$ cat src/rtl/gen_tick_frame.sv
// Tick/frame generator: divides rawclk by a programmable half-period and walks a
// neuron/slot counter, emitting single-cycle clock-enable strobes and a host handshake.
`timescale 1ns/1ps
module gen_tick_frame #(
  parameter int NN     = 8,
  parameter int SLOT_W = 2,
  parameter int NTAP   = 3,
  parameter int FCW    = 16
) (
  input  logic                     rawclk,
  input  logic                     reset_n,
  input  logic [31:0]              half_cnt,
  input  logic                     enable,
  input  logic                     mode,
  input  logic                     start,
  input  logic [NTAP*(NN+1)-1:0]   tap_idx,
  output logic                     clk_out,
  output logic                     tick,
  output logic [NN+SLOT_W:0]       neuron_cnt,
  output logic [NN:0]              neuron_idx,
  output logic                     frame_strobe,
  output logic [NTAP-1:0]          tap_strobe,
  output logic [FCW-1:0]           frame_cnt,
  output logic                     busy,
  output logic                     done
);

  localparam int CW = NN + SLOT_W + 1;

  typedef enum logic {S_IDLE, S_RUN} state_t;

  state_t           r_state, w_state_nxt;
  logic [31:0]      r_delay;
  logic             r_clk, r_tick, r_pend, r_oneshot, r_frame_strobe, r_done;
  logic [CW-1:0]    r_cnt;
  logic [NTAP-1:0]  r_tap;
  logic [FCW-1:0]   r_frames;

  logic             w_rise, w_fire, w_pend_nxt, w_oneshot_nxt, w_done_nxt;
  logic [CW-1:0]    w_cnt_nxt, w_eval_cnt;
  logic [FCW-1:0]   w_frames_nxt;
  logic [NTAP-1:0]  w_tap_hit;

  // The >= compare keeps a shrinking half_cnt from forcing a full 32-bit wrap.
  always_ff @(posedge rawclk or negedge reset_n) begin
    if (!reset_n) begin
      r_delay <= '0;
      r_clk   <= 1'b0;
    end else if (r_delay >= half_cnt) begin
      r_delay <= '0;
      r_clk   <= ~r_clk;
    end else begin
      r_delay <= r_delay + 32'd1;
    end
  end

  assign w_rise     = (r_delay >= half_cnt) && !r_clk;
  assign w_eval_cnt = (r_state == S_RUN) ? r_cnt : '0;

  always_comb begin
    w_tap_hit = '0;
    for (int i = 0; i < NTAP; i++) begin
      w_tap_hit[i] = (w_eval_cnt[CW-1:SLOT_W] == tap_idx[i*(NN+1) +: NN+1]) &&
                     (w_eval_cnt[SLOT_W-1:0] == '0);
    end
  end

  // The one-shot launch edge fires strobes for count 0 and jumps straight to 1.
  always_comb begin
    w_state_nxt   = r_state;
    w_cnt_nxt     = r_cnt;
    w_frames_nxt  = r_frames;
    w_pend_nxt    = r_pend;
    w_oneshot_nxt = r_oneshot;
    w_fire        = 1'b0;
    w_done_nxt    = 1'b0;
    if (start && (r_state == S_IDLE)) w_pend_nxt = 1'b1;
    if (w_rise) begin
      case (r_state)
        S_IDLE: begin
          if (!mode) begin
            if (enable) begin
              w_state_nxt   = S_RUN;
              w_oneshot_nxt = 1'b0;
            end
          end else if (r_pend) begin
            w_state_nxt   = S_RUN;
            w_oneshot_nxt = 1'b1;
            w_pend_nxt    = 1'b0;
            w_cnt_nxt     = CW'(1);
            w_fire        = 1'b1;
          end
        end
        S_RUN: begin
          w_fire    = 1'b1;
          w_cnt_nxt = r_cnt + 1'b1;
          if (r_cnt == '1) w_frames_nxt = r_frames + 1'b1;
          if (r_oneshot) begin
            if (r_cnt == '1) begin
              w_state_nxt = S_IDLE;
              w_done_nxt  = 1'b1;
            end
          end else if (!enable) begin
            w_state_nxt = S_IDLE;
          end
        end
        default: w_state_nxt = S_IDLE;
      endcase
    end
  end

  always_ff @(posedge rawclk or negedge reset_n) begin
    if (!reset_n) begin
      r_state        <= S_IDLE;
      r_cnt          <= '0;
      r_frames       <= '0;
      r_pend         <= 1'b0;
      r_oneshot      <= 1'b0;
      r_tick         <= 1'b0;
      r_frame_strobe <= 1'b0;
      r_tap          <= '0;
      r_done         <= 1'b0;
    end else begin
      r_state        <= w_state_nxt;
      r_cnt          <= w_cnt_nxt;
      r_frames       <= w_frames_nxt;
      r_pend         <= w_pend_nxt;
      r_oneshot      <= w_oneshot_nxt;
      r_tick         <= w_rise;
      r_frame_strobe <= w_fire && (w_eval_cnt == '0);
      r_tap          <= w_fire ? w_tap_hit : '0;
      r_done         <= w_done_nxt;
    end
  end

  assign clk_out      = r_clk;
  assign tick         = r_tick;
  assign neuron_cnt   = r_cnt;
  assign neuron_idx   = r_cnt[CW-1:SLOT_W];
  assign frame_strobe = r_frame_strobe;
  assign tap_strobe   = r_tap;
  assign frame_cnt    = r_frames;
  assign busy         = (r_state == S_RUN);
  assign done         = r_done;

endmodule

$ cat config.mk
export PLATFORM = sky130hd
export DESIGN_NAME = gen_tick_frame
export DESIGN_NICKNAME = d
export VERILOG_FILES = /design/src/rtl/gen_tick_frame.sv
export SDC_FILE = /design/constraint.sdc
export NUM_CORES = 1
export LEC_CHECK = 0
export ABC_AREA = 1
export BUFFER_PORTS_ARGS = -buffer_cell sky130_fd_sc_hd__clkbuf_2
export CAP_MARGIN = 25
export CELL_PAD_IN_SITES_DETAIL_PLACEMENT = 1
export CELL_PAD_IN_SITES_GLOBAL_PLACEMENT = 1
export CORE_AREA = 2 2 115 117
export CTS_CLUSTER_DIAMETER = 120
export CTS_CLUSTER_SIZE = 30
export DETAILED_ROUTE_END_ITERATION = 8
export DIE_AREA = 0 0 117 119
export PLACE_DENSITY = 0.81
export SYNTH_ARGS = -nofsm -noshare
export SYNTH_HDL_FRONTEND = slang
export SYNTH_SLANG_ARGS = --single-unit
$ cat constraint.sdc
create_clock -name rawclk -period 2.6 [get_ports rawclk]
set_input_delay 0 -clock rawclk [delete_from_list [all_inputs] [get_ports rawclk]]
set_output_delay 0 -clock rawclk [all_outputs]
set_load 0.02 [all_outputs]
==> impl_metrics.toml <==
[run_status]
status = "completed"

[detailed_routing]
drcViolationCount = 0
drt-wirelength-per-cell_um = 15.87
vias_per_cell = 5.168
routed_wirelength_mm = 15.23
iteration_0_drc_count_of_the_detailed_router = 158
route.antenna.remaining_nets = 0
dr.pass1.iters = 4
vias = 4961

[hold_path]
hold_path_class = "in2reg"
whs_path_depth = 4
hold_start = "tap_idx[11]"

[worst_setup_path]
r2r_cells = 14
worst-path-max-fanout = 15
slowest_stage = "sky130_fd_sc_hd__dfrtp_1"
worstSetupStartpointType = "flip-flop"
cp.required_ps = 2830
worst_path_most_repeated_cell = "sky130_fd_sc_hd__nand2_1"
critical_path.cell_chain = "ha_1 -> nand2_1 -> nand2_1 -> nand2_1 -> nand2_1 -> nor2_1 -> nand2_1 -> nand2_1 -> nand2_1 -> nand2_1 -> nand2_2 -> buf_6 -> buf_4 -> a211oi_1"
worst_r2r_startpoint = "r_delay[5]"
critical_path.endpoint = "r_delay[11]"
crit_type = "reg2reg"
cp-startpoint = "r_delay[5]"
reg2reg_to = "r_delay[11]"
max_stage_delay_ps = 440
critPathArrivalTime_ps = 2610
worst_setup_path_end_kind = "flip-flop"
r2r_setup_slack_ps = 220

[die]
fp-row-count = 42
die_area_um2 = 13920
core_area_um2 = 12870
floorplan.die.height_um = 119
ioPinCount = 108
initial_utilization = 0.3878
die_width_um = 117

[place]
dp_slack_ps = 81.84
place.gp.congestion = 0.8736
numPortBuffers = 107
place_hpwl_mm = 11.68
post_dp_cell_area_um2 = 5687

[clock_network]
tritoncts_clock_tree = "done"
cts-htree-levels = 3
clkLatencyLatePin_ps = 330
largest_buffer_count_on_any_clock_path = 2
numClockSinks = 69
cts_made_buffers = 9
clk_pin_slew_ps = 60
cts-root-buf = "sky130_fd_sc_hd__clkbuf_16"

[synthesis]
yosys_reg_bits = 69
synth_enable_flop_cells = 0
yosys_warnings = 0
synth_cell_type_count = 40
synthesis.nets = 768
ys_async_sr_fraction = 1.000
yosys_most_used_dff = "sky130_fd_sc_hd__dfrtp_1"
synth_cells = 669
mappedNetlistArea_um2 = 4992
yosysSeqAreaShare = 0.3459
synthesis.area_per_instance_um2 = 7.462

[layout]
antennaDiodeCount = 0
fin_area_um2 = 6073
post_route_cells_drive_above_1_share = 0.2066
finalNetCount = 878
syn_to_final_growth_pct = 21.65

[global_route]
vias_in_the_first_global_route = 5331
grt_util_all_layers = 0.2276
grt_overflow = 0
antenna_found_initial = 0
largest_net_degree_at_the_start_of_global_routing = 46
wire_length_of_the_first_global_routing_pass_mm = 25.37

[sta]
finalSetupViolations = 0
finalWorstSetupSlack_ps = 224.0
rsz0062_at_grt = "no"
final_hold_viol_count = 0
period_minus_slack_ps = 2376
post-route-period-util = 0.9139
slew-limit-headroom = 0.5558
setup_tns_ps = 0
worst_clock_skew_ps = 6.510
max_freq_mhz = 420.9
worst_pin_slew_ps = 666.3
slew_violations = 0
hold_ws_ps = 8.199

[power]
p_per_area_nw_per_um2 = 628.3
power_frac_seq = 0.376
power_leakage_uw = 0.003100
post-layout-total-power_uw = 3816
combinationalPowerShare = 0.285
power.internal_uw = 2421
p_sw_frac = 0.3656
switching_power_uw = 1395
worst_ir_drop_vdd_mv = 0.3309
clkPwrFrac = 0.338

[flow_run]
drv.max_cap_violation_count = 0
[power by group through the flow]
stage | Clock, µW | Sequential [µW] | Combinational [µW]
floorplan | 0 | 1430 | 695
global route | 1360 | 1460 | 1240
finish | 1290 | 1440 | 1090
detailed placement | 0 | 1450 | 1070
global placement | 0 | 1440 | 1010
CTS | 1310 | 1440 | 1090
[cell usage in the layout, fill, tap and decap left out, types with 9 or more instances in the layout]
master / count
sky130_fd_sc_hd__a21oi_1: 29
sky130_fd_sc_hd__clkbuf_16: 9
sky130_fd_sc_hd__clkbuf_2: 106
sky130_fd_sc_hd__dfrtp_1: 69
sky130_fd_sc_hd__ha_1: 35
sky130_fd_sc_hd__inv_1: 89
sky130_fd_sc_hd__nand2_1: 161
sky130_fd_sc_hd__nand3_1: 17
sky130_fd_sc_hd__nand4_1: 40
sky130_fd_sc_hd__nor2_1: 58
sky130_fd_sc_hd__nor3_1: 22
sky130_fd_sc_hd__o21ai_0: 24
sky130_fd_sc_hd__xnor2_1: 21
sky130_fd_sc_hd__xor2_1: 22
[flip-flops by register name (all words and copies together), names as in the netlist]
signal	cells
busy	1
clk_out	1
done	1
frame_cnt	16
frame_strobe	1
neuron_cnt	11
r_delay	32
r_oneshot	1
r_pend	1
tap_strobe	3
tick	1
[cells in the mapped netlist (6+ instances only)]
| cell type | instances | area, µm² |
|---|---|---|
| sky130_fd_sc_hd__xor2_1 | 22 | 192.7 |
| sky130_fd_sc_hd__xnor2_1 | 21 | 183.9 |
| sky130_fd_sc_hd__nand4_1 | 40 | 250.2 |
| sky130_fd_sc_hd__buf_4 | 12 | 90.09 |
| sky130_fd_sc_hd__nor2_1 | 58 | 217.7 |
| sky130_fd_sc_hd__buf_2 | 8 | 40.04 |
| sky130_fd_sc_hd__nand2_2 | 6 | 37.54 |
| sky130_fd_sc_hd__inv_1 | 89 | 334.1 |
| sky130_fd_sc_hd__nor3_1 | 22 | 110.1 |
| sky130_fd_sc_hd__o21ai_0 | 24 | 120.1 |
| sky130_fd_sc_hd__ha_1 | 35 | 437.9 |
| sky130_fd_sc_hd__dfrtp_1 | 69 | 1727 |
| sky130_fd_sc_hd__nor4_1 | 7 | 43.79 |
| sky130_fd_sc_hd__a21oi_1 | 29 | 145.1 |
| sky130_fd_sc_hd__nand3_1 | 17 | 85.08 |
| sky130_fd_sc_hd__nand2_1 | 162 | 608.1 |
[cell type report]
cell class / instances / area [µm²]
Fill cell: 1674 / 6802
Multi-Input combinational cell: 483 / 2781
Sequential cell: 69 / 1727
Timing Repair Buffer: 122 / 679.4
Inverter: 94 / 352.8
Clock buffer: 13 / 270.3
Tap cell: 176 / 220.2
Clock inverter: 3 / 42.54
[metrics by stage]
step	util	std cells
floorplan	-	669
global placement	0.4417	938
detailed placement	0.4417	938
CTS	0.4707	960
global route	0.4717	960
finish	0.4717	960
[cell families after synthesis]
kind of cell / share of synthesized area
fa+ha+maj: 0.08772
buf+inv: 0.09900
simple gates: 0.3198
xor+xnor: 0.07544
compound gates: 0.07218
flops: 0.3459
[critical path, delay by kind of cell (launching register included)]
| kind | cells | cell delay (ps) |
|---|---|---|
| AOI/OAI and AO/OA | 1 | 210 |
| adders and majority gates | 1 | 320 |
| buffers and inverters | 2 | 410 |
| DFF | 1 | 440 |
| and+or+nand+nor | 10 | 880 |
[what timing repair did]
item,in CTS,in global routing
hold buffers,6,0
gates resized for setup,0,3
endpoints found under the setup margin,0,35
hold endpoints to repair,28,0
buffers inserted,0,0
[worst min-delay path by stage]
stage                     slack (ps)             to
final                              8  tap_strobe[1]
after global routing              20  tap_strobe[1]
after CTS                          4  tap_strobe[1]
after detailed placement          70    r_delay[10]
after global placement            60    r_delay[10]
after floorplan                 -300           busy
[metal layers]
metal / wire length [µm] / part of all wire / GRT usage
met1: 6252 / 0.41 / 0.2619
met2: 8030 / 0.53 / 0.4140
met3: 570 / 0.037 / 0.04122
met4: 380 / 0.025 / 0.08162
met5: 0 / 0 / 0
No activity file was read; power rests on OpenSTA's default activity.
